<file path="config.mk">
export PLATFORM = sky130hd
export DESIGN_NAME = pc_branch_unit
export DESIGN_NICKNAME = d
export VERILOG_FILES = /design/src/rtl/pc_branch_unit.sv
export SDC_FILE = /design/constraint.sdc
export NUM_CORES = 1
export LEC_CHECK = 0
export CORE_UTILIZATION = 54
export CTS_CLUSTER_DIAMETER = 80
export DETAILED_ROUTE_END_ITERATION = 12
export DONT_BUFFER_PORTS = 1
export GPL_ROUTABILITY_DRIVEN = 0
export PLACE_DENSITY = 0.81
export SYNTH_ARGS = -nofsm -noshare
export SYNTH_HDL_FRONTEND = slang
export SYNTH_SLANG_ARGS = --single-unit
</file>
<file path="constraint.sdc">
create_clock -name clk -period 3.2 [get_ports clk]
set_clock_uncertainty 0.2 [all_clocks]
set_input_delay 0.64 -clock clk [delete_from_list [all_inputs] [get_ports clk]]
set_output_delay 0.64 -clock clk [all_outputs]
set_load 0.02 [all_outputs]
</file>
<file path="src/rtl/pc_branch_unit.sv">
// Program counter, architectural flag register (N, V, Z) and halt state for the 16-bit single-cycle core.
// Resolves conditional branches on registered flags and selects the next fetch address.
module pc_branch_unit #(
   parameter logic [15:0] RESET_PC = 16'h0000,
   parameter int unsigned IMM_W    = 9
) (
   input  logic             clk,
   input  logic             rst_n,
   input  logic [2:0]       flag_in,
   input  logic             flag_wr,
   input  logic             stall,
   input  logic             is_branch,
   input  logic             is_branch_reg,
   input  logic             is_halt,
   input  logic [2:0]       cond,
   input  logic [IMM_W-1:0] imm,
   input  logic [15:0]      reg_target,
   output logic [15:0]      pc,
   output logic [15:0]      pc_plus2,
   output logic [2:0]       flag,
   output logic             taken,
   output logic             halted
);

   localparam int unsigned PC_W = 16;

   typedef enum logic {
      ST_RUN    = 1'b0,
      ST_HALTED = 1'b1
   } state_t;

   state_t          state_q;
   state_t          state_d;
   logic [PC_W-1:0] pc_d;
   logic [PC_W-1:0] br_offset;
   logic [PC_W-1:0] br_target;
   logic [2:0]      flag_d;
   logic            flag_n;
   logic            flag_v;
   logic            flag_z;
   logic            cond_true;
   logic            run_en;

   assign flag_n = flag[0];
   assign flag_v = flag[1];
   assign flag_z = flag[2];

   // Branch conditions only ever see flags written by earlier instructions.
   always_comb begin
      cond_true = 1'b0;
      case (cond)
         3'b000:  cond_true = ~flag_z;
         3'b001:  cond_true = flag_z;
         3'b010:  cond_true = ~flag_z & ~flag_n;
         3'b011:  cond_true = flag_n;
         3'b100:  cond_true = flag_z | (~flag_z & ~flag_n);
         3'b101:  cond_true = flag_n | flag_z;
         3'b110:  cond_true = flag_v;
         default: cond_true = 1'b1;
      endcase
   end

   assign taken     = (is_branch | is_branch_reg) & cond_true & (state_q == ST_RUN);
   assign pc_plus2  = pc + PC_W'(2);
   assign br_offset = PC_W'($signed(imm)) << 1;
   assign br_target = pc_plus2 + br_offset;
   assign run_en    = (state_q == ST_RUN) & ~stall;

   // Next-state: halt outranks both branch kinds, PC-relative outranks register branch.
   always_comb begin
      state_d = state_q;
      pc_d    = pc;
      flag_d  = flag;
      if (run_en) begin
         if (flag_wr) begin
            flag_d = flag_in;
         end
         if (is_halt) begin
            state_d = ST_HALTED;
         end else if (taken && is_branch) begin
            pc_d = br_target;
         end else if (taken && is_branch_reg) begin
            pc_d = reg_target;
         end else begin
            pc_d = pc_plus2;
         end
      end
   end

   always_ff @(posedge clk or negedge rst_n) begin
      if (!rst_n) begin
         state_q <= ST_RUN;
         pc      <= RESET_PC;
         flag    <= 3'b000;
         halted  <= 1'b0;
      end else begin
         state_q <= state_d;
         pc      <= pc_d;
         flag    <= flag_d;
         halted  <= (state_d == ST_HALTED);
      end
   end

endmodule

</file>
# Word level (Yosys, flattened, before mapping)
# Cells that the tools add are included.
[totals]
out_inout_bits = 37
inputBits = 38
elab_cells = 32
ff_bits = 20
[classes]
reduce_logical = 6
n_bitwise = 12
n_addsub = 2
eq_ne = 6
n_mux = 3
[ops]
columns = ["cell", "n"]
rows = [
  ["$mux W16", 2],
  ["$add A16 B16 Y16", 1],
  ["$add A16 B2 Y16 const B", 1],
  ["$eq A3 B3 Y1 const B", 3],
  ["$pmux W1 S7", 1],
  ["$eq A3 B2 Y1 const B", 2],
  ["$reduce_and A2 Y1", 3],
  ["$not A1 Y1", 5],
  ["$and A1 B1 Y1", 4],
  ["$eq A3 B1 Y1 const B", 1],
  ["$logic_not A3 Y1", 1],
  ["$or A1 B1 Y1", 3],
  ["$logic_and A1 B1 Y1", 2],
]

# Depth between registers and ports, before layout
[depth]
word_depth = 9
mapped_depth = 13
ltp_nobuf = 13

# Worst setup path after synthesis
# No wires, ideal clock.
[synth_path]
kind = "reg2reg"
start = "reg pc[1]"
end = "reg pc[12]"
setup_slack_ns = -0.236
n_path_buf = 0
path_stages_with_launch = 13
required_ns = 2.867
setup_ns = 0.133
period_less_slack_ns = 3.436
arrival_time_ns = 3.104
path_cell_list = "dfrtp_1 > ha_1 > nand4_1 > nor2_1 > xor2_1 > ha_1 > a2111oi_0 > o21ai_0 > a31oi_1 > o21ai_0 > xor2_1 > a21oi_1 > a21oi_1"
[synth_between]
elab_chain_cells = 3
word_cells_on_any_way = 4
cone_classes = "add/sub: 2; mux: 2"
[synth_lines]
columns = ["element", "line_no", "source"]
rows = [
  ["start, declared", "18", "output logic [15:0] pc,"],
  ["start signal, assigned", "98", "pc <= pc_d;"],
  ["$add A16 B2 Y16", "64", "assign pc_plus2 = pc + PC_W'(2);"],
  ["named net pc_plus2[7]", "19", "output logic [15:0] pc_plus2,"],
  ["$add A16 B16 Y16", "66", "assign br_target = pc_plus2 + br_offset;"],
  ["$mux W16", "80", "end else if (taken && is_branch) begin"],
]
# The timed path passes the listed nets, and every way through them passes these cells.
# A chain may end at the register's enable or synchronous reset.

# Worst setup path in the final report
[layout_path]
start = "reg pc[1]"
end = "reg pc[12]"
[layout_between]
elab_chain_cells = 3
word_cells_on_any_way = 4
cone_classes = "add/sub: 2; mux: 2"
[layout_lines]
columns = ["element", "line_no"]
rows = [
  ["$add A16 B2 Y16 (*)", "64"],
  ["$add A16 B16 Y16 / $mux W16 (equally long branches)", "66, 82"],
  ["$mux W16 (*)", "80"],
]
# Mark *: on every way between the ends. The rest lies on a longest branch, timed or not.

==> impl_metrics.toml <==
[worst_hold_path]
hold_path.startpoint = "is_halt"
hold_depth = 1
whs_endpoint = "state_q"
hp-class = "in -> reg"

[power_and_ir_drop]
p_per_area_nw_per_um2 = 544
p_leak_nw = 1.11
ir_drop_mv = 0.370
total_power_mw = 1.36

[detailed_routing]
first_iter_violations = 78
viasPerCell = 5.81
ant_nets = 0
wl_um = 5140
highest_layer = "met4"
wl_per_cell_um = 15.8
firstDrtPassIters = 4
met3_wirelength_um = 281
drc = 0
met1_length_um = 2310
routed-wl-met2_um = 2490
dr_total_vias = 1893

[synthesis]
syn_avg_cell_area_um2 = 8.41
synth_ff_type = "dfrtp_1"
synth_top_area_share_pct = 23.7
synth_nets = 308
yosysSeqAreaShare_pct = 23.7
syn_area_um2 = 2110
ys_top_cells_by_area = "dfrtp_1 (24%), ha_1 (11%), mux2i_1 (6.2%)"
synth_top_cell_by_area = "dfrtp_1"
synth_enable_flop_cells = 0
ys_warn_count = 0
synth_cell_types = 47
synthArstFlopShare_pct = 100
ys_ff_latch = 20
synth_cells = 251

[cells_and_area]
diodes = 0
layout.nets = 336
seq_area_um2 = 504
layout-drive-gt1-share_pct = 20.9
final_common_cell = "buf_4"
final_core_util_pct = 67.0
multi_input_area_um2 = 1570
nFillCells = 318
finalNonFillerCells = 326
final_cell_mix = "buf_4 (31), nand2_1 (25), nor2_1 (18), ha_1 (18), dfrtp_1 (17)"
syn_to_final_growth_pct = 18.0

[floorplanning]
die_w_um = 64.5
num_rows = 22
core_um2 = 3720
die_area_um2 = 4170
die_y_um = 64.5
ios = 75
initial_core_util_pct = 56.8

[sta]
tns_ns = 0
min_period_ns = 3.02
max_slew_margin_pct = 36.5
fmax_ghz = 0.331
setup_ws_ns = 0.180
hold_viol_final = 0
drv_slew = 0
setup_viol = 0
tightest_slew_ns = 0.949
timing.final.crit_share_pct = 94.4

[global_routing]
grt_max_degree = 21
antenna_found_initial = 0
grt_pass1_wl_um = 8150
overflow = 0
grtUsageTotal_pct = 25.1
grt_pass1_vias = 1842

[critical_path]
reg2reg_from = "pc[1]"
crit_fanout = 7
critPathArrivalTime_ns = 2.95
reg2reg_slack_ns = 0.18
r2r_end = "pc[12]"
critPathKind = "reg -> reg"
critical_path_required_ns = 3.13
reg2reg_depth = 12
endpoint_kind = "flip-flop"
startpoint_type = "flip-flop"

[status]
outcome = "completed"

[clock_tree]
cts_buffer_depth = 2
cts_buffers = 3
cts-htree-levels = 1
clock_sinks = 20
cts-root-buf = "clkbuf_8"
cts_tree = "yes"
clkTransAtPathRegs_ns = 0.08
clkLatencyLatePin_ns = 0.26

[placement]
numPortBuffers = 0
post-place-ws_ns = 0.151
dp_cells = 320
hpwl_um = 4120

[job]
maxCapViolCount = 0
-- power by group --
group	internal [mW]	switching [mW]	total, mW
logic	0.307	0.415	0.721
clock network	0.167	0.0952	0.262
registers	0.297	0.0749	0.372
-- worst max-delay path: stages (launching register included) --
cell	delay (ns)
dfrtp_2	0.42
ha_1	0.24
nand4_1	0.15
nor2_2	0.06
xor2_2	0.15
ha_1	0.36
a2111oi_0	0.38
o21ai_0	0.18
a31oi_2	0.26
o21ai_0	0.14
xor2_1	0.15
a21oi_1	0.15
a21oi_1	0.06
-- cell usage after synthesis (all sizes together) (3+ instances only) --
master  instances
nor4            4
o21a            3
a21o            6
ha             18
a31oi           4
xnor2          14
o21ai          23
nand4           4
clkbuf          3
nor2b           3
mux2            8
dfrtp          20
inv            11
nand2          25
a21oi          14
xor2           10
mux2i          13
buf             6
nor3            5
nand3           5
a211oi          7
nor2           20
-- worst max-delay path by stage --
stage	startpoint	to
floorplan	pc[1]	pc[12]
global placement	pc[3]	pc[14]
detailed placement	pc[2]	pc[14]
CTS	pc[2]	pc[14]
global route	pc[1]	pc[15]
finish	pc[1]	pc[12]
-- area by class of cell --
type / instances / area share (%)
timing repair buffer: 32 / 9.74
clock inverter: 1 / 1.21
tap: 48 / 2.41
clock buffer: 3 / 1.66
sequential: 20 / 20.2
multi-input combinational: 211 / 63.1
inverter: 11 / 1.66
-- metrics by stage --
step           hold slack (ns)  instance area [um2]
5_1_grt                  0.288                 2490
4_1_cts                  0.298                 2450
6_report                 0.295                 2490
3_3_place_gp             0.145                 2370
2_1_floorplan            0.144                 2140
3_5_place_dp             0.145                 2370
-- routing by layer --
layer  vias up  global-route usage (%)
li1        960                       -
met1       872                    31.0
met2        55                    43.2
met3         6                    5.99
met4         0                    7.22
met5         -                       0
-- logic make-up (layout without fill, tap and decap cells) --
kind of cell	count (synthesis)	count (layout)	share of synthesized area [%]
AOI/OAI and AO/OA	66	66	19.6
xor gates and xnor gates	24	24	9.95
adders and majority gates	19	19	11.6
buffers and inverters	20	47	5.15
DFF	20	20	23.7
muxes	21	21	10.4
and+or+nand+nor	81	81	19.5
-- flip-flops by register name, indices dropped and copies added (netlist names) --
name and count:
pc 16, flag 3, state_q 1
-- repair_timing --
| item | in CTS | in global routing |
|---|---|---|
| setup endpoints to repair | 0 | 5 |
| hold endpoints to repair | 20 | 0 |
| hold buffers | 1 | 0 |
| buffers inserted | 0 | 1 |
| gates resized for setup | 0 | 9 |
Note: power is estimated with default switching activity, not from simulation.
